### src/rtl/reg_writeback_queue_pkg.sv
// Shared types and constants for the register write-back queue.
package reg_writeback_queue_pkg;

    localparam int DATA_WIDTH = 16;
    localparam int WBQ_DEPTH  = 4;

    typedef logic [DATA_WIDTH-1:0] wbq_word_t;

    function automatic bit is_pow2(input int n);
        return (n >= 2) && ((n & (n - 1)) == 0);
    endfunction

endpackage

### src/rtl/reg_wbq_storage.sv
// Entry array for the write-back queue: one synchronous write port, one async read port.
module reg_wbq_storage
    import reg_writeback_queue_pkg::*;
#(
    parameter  int DATA_WIDTH = reg_writeback_queue_pkg::DATA_WIDTH,
    parameter  int DEPTH      = WBQ_DEPTH,
    localparam int PTR_W      = $clog2(DEPTH)
) (
    input  logic                  clk,
    input  logic                  we,
    input  logic [PTR_W-1:0]      waddr,
    input  logic [DATA_WIDTH-1:0] wdata,
    input  logic [PTR_W-1:0]      raddr,
    output logic [DATA_WIDTH-1:0] rdata
);

    logic [DATA_WIDTH-1:0] mem [DEPTH];

    // No reset: stale contents are unreachable once the pointers are cleared.
    always_ff @(posedge clk) begin
        if (we) begin
            mem[waddr] <= wdata;
        end
    end

    assign rdata = mem[raddr];

endmodule

### src/rtl/reg_writeback_queue.sv
// Write-back FIFO feeding Common_Register as an oen/odata pulse train.
// Optional WBQ_BYPASS_EN: an empty, unstalled queue forwards a push straight to odata.
module reg_writeback_queue
    import reg_writeback_queue_pkg::*;
#(
    parameter  int DATA_WIDTH = reg_writeback_queue_pkg::DATA_WIDTH,
    parameter  int DEPTH      = WBQ_DEPTH,
    localparam int CNT_W      = $clog2(DEPTH) + 1
) (
    input  logic                  iclk,
    input  logic                  irst,
    input  logic                  ivalid,
    input  logic [DATA_WIDTH-1:0] idata,
    output logic                  oready,
    input  logic                  istall,
    output logic                  oen,
    output logic [DATA_WIDTH-1:0] odata,
    output logic [CNT_W-1:0]      ocount,
    output logic                  ofull,
    output logic                  oempty
);

    localparam int PTR_W = $clog2(DEPTH);

    logic [PTR_W-1:0]      wr_ptr;
    logic [PTR_W-1:0]      rd_ptr;
    logic [DATA_WIDTH-1:0] rd_data;
    logic                  push;
    logic                  pop;
    logic                  bypass;
    logic                  store;

    // Handshake: a word transfers on a rising edge where ivalid & oready are both high;
    // oready never depends on ivalid, and a full queue refuses even if it drains that edge.
    assign oempty = (ocount == '0);
    assign ofull  = (ocount == CNT_W'(DEPTH));
    assign oready = !ofull && !irst;
    assign push   = ivalid && oready;
    assign pop    = !oempty && !istall;

`ifdef WBQ_BYPASS_EN
    assign bypass = oempty && !istall && push;
`else
    assign bypass = 1'b0;
`endif

    assign store = push && !bypass;

    reg_wbq_storage #(
        .DATA_WIDTH (DATA_WIDTH),
        .DEPTH      (DEPTH)
    ) u_storage (
        .clk   (iclk),
        .we    (store),
        .waddr (wr_ptr),
        .wdata (idata),
        .raddr (rd_ptr),
        .rdata (rd_data)
    );

    always_ff @(posedge iclk) begin
        if (irst) begin
            wr_ptr <= '0;
            rd_ptr <= '0;
            ocount <= '0;
            oen    <= 1'b0;
            odata  <= '0;
        end else begin
            if (store) begin
                wr_ptr <= wr_ptr + PTR_W'(1);
            end
            if (pop) begin
                rd_ptr <= rd_ptr + PTR_W'(1);
            end
            // Bypass only fires when empty, so it can never collide with a pop.
            if (pop) begin
                odata <= rd_data;
            end else if (bypass) begin
                odata <= idata;
            end
            oen <= pop || bypass;
            case ({store, pop})
                2'b10:   ocount <= ocount + CNT_W'(1);
                2'b01:   ocount <= ocount - CNT_W'(1);
                default: ocount <= ocount;
            endcase
        end
    end

    a_depth_pow2: assert property (@(posedge iclk) is_pow2(DEPTH));
    a_no_push_full: assert property (@(posedge iclk) disable iff (irst) !(store && ofull));
    a_no_pop_empty: assert property (@(posedge iclk) disable iff (irst) !(pop && oempty));

endmodule

### config.mk
export PLATFORM = sky130hd
export DESIGN_NAME = reg_writeback_queue
export DESIGN_NICKNAME = d
export VERILOG_FILES = /design/src/rtl/reg_writeback_queue_pkg.sv /design/src/rtl/reg_wbq_storage.sv /design/src/rtl/reg_writeback_queue.sv
export SDC_FILE = /design/constraint.sdc
export NUM_CORES = 1
export LEC_CHECK = 0
export ABC_AREA = 0
export BUFFER_PORTS_ARGS = -buffer_cell sky130_fd_sc_hd__buf_4
export CORE_ASPECT_RATIO = 1.75
export CORE_MARGIN = 2
export CORE_UTILIZATION = 57
export DETAILED_ROUTE_END_ITERATION = 12
export MAX_ROUTING_LAYER = met4
export PLACE_DENSITY_LB_ADDON = 0.3
export SLEW_MARGIN = 20
export SYNTH_ARGS = -nofsm -noshare
export SYNTH_HDL_FRONTEND = slang
export SYNTH_SLANG_ARGS = --single-unit
### constraint.sdc
create_clock -name iclk -period 2.4 [get_ports iclk]
set_input_delay 0 -clock iclk [delete_from_list [all_inputs] [get_ports iclk]]
set_output_delay 0 -clock iclk [all_outputs]
set_load 0.02 [all_outputs]
==> run_summary.xml <==
<?xml version="1.0" encoding="UTF-8"?>
<metrics>
  <group name="global_routing">
    <metric name="grt_busiest_layer" unit="">met2</metric>
    <metric name="via_count_of_the_first_global_routing_pass" unit="">1905</metric>
    <metric name="globalRouteMet1Util" unit="%">22.1</metric>
    <metric name="grt_first_pass_wirelength" unit="mm">9.21</metric>
    <metric name="antenna_found_initial" unit="">0</metric>
    <metric name="grt_overflow_total" unit="">0</metric>
    <metric name="global_route.usage.met2" unit="%">35.3</metric>
    <metric name="grt_use_total" unit="%">21.3</metric>
    <metric name="grtUsageMet3" unit="%">6.63</metric>
    <metric name="largest_net_degree_at_the_start_of_global_routing" unit="">18</metric>
  </group>
  <group name="floorplanning">
    <metric name="chipWidth" unit="um">62.1</metric>
    <metric name="io_pins" unit="">43</metric>
    <metric name="initial_utilization" unit="%">58.2</metric>
    <metric name="floorplan.die.height" unit="um">106</metric>
    <metric name="core_region_area" unit="um2">5790</metric>
    <metric name="rows" unit="">37</metric>
    <metric name="die-area" unit="um2">6560</metric>
  </group>
  <group name="synthesis">
    <metric name="ys_types" unit="">27</metric>
    <metric name="count_of_mapped_cells_out_of_synthesis" unit="">172</metric>
    <metric name="synth.yosys.warnings" unit="">0</metric>
    <metric name="mappedNetlistNets" unit="">198</metric>
    <metric name="synth_top_flop_cell" unit="">sky130_fd_sc_hd__edfxtp_1</metric>
    <metric name="synth_seq_cells" unit="">88</metric>
    <metric name="synth_enable_flop_cells" unit="">64</metric>
    <metric name="share_of_synthesized_registers_carrying_an_async_set_or_reset" unit="%">0</metric>
    <metric name="post_synthesis_cell_area" unit="um2">3370</metric>
    <metric name="synth_seq_area_share" unit="%">71.4</metric>
    <metric name="syn_area_per_cell" unit="um2">19.6</metric>
  </group>
  <group name="routing">
    <metric name="vias" unit="">1796</metric>
    <metric name="detail_route.drc_violations" unit="">0</metric>
    <metric name="drt-vias-per-instance" unit="">5.53</metric>
    <metric name="avg_wl_per_cell" unit="um">18.6</metric>
    <metric name="detailedRoute.firstIterationViolations" unit="">93</metric>
    <metric name="detail-route-antenna-nets" unit="">0</metric>
    <metric name="wl" unit="mm">6.04</metric>
    <metric name="drt_first_pass_iters" unit="">5</metric>
  </group>
  <group name="finish">
    <metric name="n_antenna_cell" unit="">0</metric>
    <metric name="drive_above_1_share" unit="%">38.1</metric>
    <metric name="layoutNonFillerInstCount" unit="">325</metric>
    <metric name="final_net_count" unit="">269</metric>
    <metric name="n_fill_cell" unit="">356</metric>
    <metric name="areaGrowthSynthToFinish" unit="%">22.4</metric>
    <metric name="layout.cell_area.non_filler" unit="um2">4120</metric>
  </group>
  <group name="clock_network">
    <metric name="clock_tree.buffer_depth" unit="">2</metric>
    <metric name="clk-insertion-delay-late" unit="ns">0.35</metric>
    <metric name="cts.htree.levels" unit="">3</metric>
    <metric name="cts_sinks" unit="">88</metric>
    <metric name="cts_hold_buf" unit="">18</metric>
    <metric name="root_buffer" unit="">sky130_fd_sc_hd__clkbuf_8</metric>
    <metric name="cts_setup_buffers" unit="">0</metric>
    <metric name="path_clk_slew" unit="ns">0.07</metric>
    <metric name="numCtsBuffers" unit="">9</metric>
    <metric name="cts_resized" unit="">0</metric>
    <metric name="cts_tree" unit="">built</metric>
  </group>
  <group name="setup_path">
    <metric name="reg2reg_depth" unit="">9</metric>
    <metric name="worst_ep_required_time" unit="ns">2.69</metric>
    <metric name="crit_path_start_kind" unit="">flop</metric>
    <metric name="reg2reg_to" unit="">ocount[2]</metric>
    <metric name="critPathMaxFanout" unit="">5</metric>
    <metric name="r2r_slack" unit="ns">0.23</metric>
    <metric name="critical_path.endpoint_type" unit="">flop</metric>
    <metric name="path_class" unit="">reg -&gt; reg</metric>
    <metric name="worst_r2r_startpoint" unit="">ocount[0]</metric>
    <metric name="signal_arrival_time_at_the_worst_endpoint" unit="ns">2.46</metric>
  </group>
  <group name="hold_path">
    <metric name="hold_end" unit="">wr_ptr[0]</metric>
    <metric name="min_path_type" unit="">in -&gt; reg</metric>
    <metric name="hold-path-cell-count" unit="">3</metric>
    <metric name="timing.hold.worst.start" unit="">ivalid</metric>
  </group>
  <group name="sta">
    <metric name="finalWorstPathRequiredPeriod" unit="ns">2.17</metric>
    <metric name="timing.setup.tns" unit="ns">0</metric>
    <metric name="tightest_slew" unit="ns">0.689</metric>
    <metric name="grt_setup_unrepaired" unit="">no</metric>
    <metric name="final-hold-violation-count" unit="">0</metric>
    <metric name="timing.max_slew.rel_slack" unit="%">53.9</metric>
    <metric name="setup_viol" unit="">0</metric>
    <metric name="min_period_over_period" unit="%">90.6</metric>
    <metric name="clock_skew" unit="ns">0.00486</metric>
    <metric name="slew_viol_final" unit="">0</metric>
    <metric name="fmax" unit="MHz">460</metric>
  </group>
  <group name="pwr">
    <metric name="post-layout-total-power" unit="mW">3.90</metric>
    <metric name="switching_power" unit="mW">1.13</metric>
    <metric name="p_int" unit="mW">2.77</metric>
    <metric name="sequentialPowerShare" unit="%">48.8</metric>
    <metric name="power.leakage" unit="nW">1.51</metric>
    <metric name="cellPowerDensity" unit="nW/um2">947</metric>
    <metric name="power_switching_share" unit="%">29.0</metric>
    <metric name="pwr-share-clk" unit="%">23.6</metric>
    <metric name="vdd.ir_drop.worst" unit="uV">770</metric>
    <metric name="share_comb_of_total_power" unit="%">27.6</metric>
  </group>
  <group name="place">
    <metric name="cell_area_after_placement" unit="um2">3750</metric>
    <metric name="gpl.final_weighted_congestion" unit="">0.683</metric>
    <metric name="buffer_ports.inserted" unit="">42</metric>
    <metric name="dp.cells" unit="">292</metric>
    <metric name="post-dp-hpwl" unit="mm">4.10</metric>
  </group>
  <group name="status">
    <metric name="run_status" unit="">finished clean</metric>
  </group>
  <group name="flow_run">
    <metric name="drv.max_cap_violation_count" unit="">0</metric>
  </group>
</metrics>
[synthesized netlist by cell type, types with 2 or more instances]
| master | instances | area (um2) |
|---|---|---|
| sky130_fd_sc_hd__o21ai_0 | 2 | 10.0 |
| sky130_fd_sc_hd__clkbuf_8 | 3 | 41.3 |
| sky130_fd_sc_hd__dfxtp_1 | 24 | 480 |
| sky130_fd_sc_hd__mux4_1 | 8 | 210 |
| sky130_fd_sc_hd__xor2_1 | 2 | 17.5 |
| sky130_fd_sc_hd__buf_6 | 3 | 33.8 |
| sky130_fd_sc_hd__and2_1 | 4 | 25.0 |
| sky130_fd_sc_hd__a21oi_1 | 3 | 15.0 |
| sky130_fd_sc_hd__nor2_1 | 7 | 26.3 |
| sky130_fd_sc_hd__ha_1 | 5 | 62.6 |
| sky130_fd_sc_hd__inv_1 | 8 | 30.0 |
| sky130_fd_sc_hd__edfxtp_1 | 64 | 1920 |
| sky130_fd_sc_hd__nor3b_2 | 2 | 25.0 |
| sky130_fd_sc_hd__mux4_2 | 8 | 180 |
| sky130_fd_sc_hd__or3_1 | 2 | 12.5 |
| sky130_fd_sc_hd__a22o_2 | 16 | 160 |
[critical path: stages (launching register included)]
cell	delay [ns]
sky130_fd_sc_hd__dfxtp_1	0.43
sky130_fd_sc_hd__or3_4	0.20
sky130_fd_sc_hd__inv_4	0.05
sky130_fd_sc_hd__nor2_1	0.15
sky130_fd_sc_hd__ha_1	0.22
sky130_fd_sc_hd__inv_1	0.06
sky130_fd_sc_hd__fa_1	0.37
sky130_fd_sc_hd__xor2_1	0.17
sky130_fd_sc_hd__or3_1	0.31
sky130_fd_sc_hd__a21oi_1	0.14
[power by group through the flow]
stage                     clock network, mW  registers, mW  logic, mW
final                                 0.920           1.90       1.08
after global routing                   1.00           1.92       1.15
after CTS                             0.942           1.91       1.08
after detailed placement                  0           1.94       1.05
after global placement                    0           1.92      0.984
after floorplan                           0           2.03      0.613
[how the worst max path moves through the flow]
stage / slack, ns / from / cells past startpoint / endpoint
floorplan: 0.03 / ocount[2] / 9 / ocount[2]
global placement: 0.37 / ocount[0] / 9 / ocount[2]
detailed placement: 0.26 / ocount[2] / 9 / ocount[2]
CTS: 0.23 / ocount[2] / 9 / ocount[2]
global route: 0.13 / ocount[2] / 9 / ocount[2]
finish: 0.23 / ocount[0] / 9 / ocount[2]
[cell type report]
type	instances	area (um2)	area share, %
clock buffer	12	166	4.04
clock inverter	3	15.0	0.365
inverter	9	36.3	0.881
multi-input combinational	68	853	20.7
sequential	88	2400	58.3
tap	78	97.6	2.37
timing repair buffer	67	548	13.3
[logic make-up (layout without fill, tap and decap cells)]
| logic type | count (synthesis) | count (layout) | synth area share, % |
|---|---|---|---|
| xor gates and xnor gates | 2 | 2 | 0.521 |
| and+or+nand+nor | 18 | 18 | 3.46 |
| AOI/OAI and AO/OA | 24 | 24 | 6.51 |
| muxes | 18 | 18 | 12.2 |
| DFF | 88 | 88 | 71.4 |
| buffers and inverters | 16 | 91 | 3.46 |
| adders and majority gates | 6 | 6 | 2.45 |
[flip-flops by register name, indices dropped and copies added (netlist names)]
name	flops
ocount	3
odata	16
oen	1
rd_ptr	2
u_storage.mem	64
wr_ptr	2
[layout by cell type, fill, tap and decap left out, types with 2 or more instances in the layout]
cell,count
sky130_fd_sc_hd__edfxtp_1,64
sky130_fd_sc_hd__buf_4,49
sky130_fd_sc_hd__dfxtp_1,24
sky130_fd_sc_hd__dlygate4sd3_1,18
sky130_fd_sc_hd__a22o_2,16
sky130_fd_sc_hd__clkbuf_8,10
sky130_fd_sc_hd__inv_1,8
sky130_fd_sc_hd__mux4_2,8
sky130_fd_sc_hd__mux4_1,8
sky130_fd_sc_hd__nor2_1,7
sky130_fd_sc_hd__ha_1,5
sky130_fd_sc_hd__and2_1,4
sky130_fd_sc_hd__a21oi_1,3
sky130_fd_sc_hd__clkinv_2,3
sky130_fd_sc_hd__nor3b_2,2
sky130_fd_sc_hd__o21ai_0,2
sky130_fd_sc_hd__or3_1,2
sky130_fd_sc_hd__xor2_1,2
[layer usage]
layer,vias to the layer above,wire length (um),share of wire [%]
met4,0,123,2.0
met1,907,2260,37
li1,824,-,-
met5,-,0,0
met2,56,3360,56
met3,9,295,4.9
[stage by stage]
| stage | hold WS (ns) | util, % | setup slack, ns |
|---|---|---|---|
| global route | 0.108 | 71.2 | 0.128 |
| floorplan | 0.0989 | - | 0.0293 |
| finish | 0.117 | 71.2 | 0.227 |
| global placement | 0.199 | 64.8 | 0.367 |
| detailed placement | 0.206 | 64.8 | 0.259 |
| CTS | 0.106 | 71.1 | 0.228 |
Power figures use the tool's default switching activity.
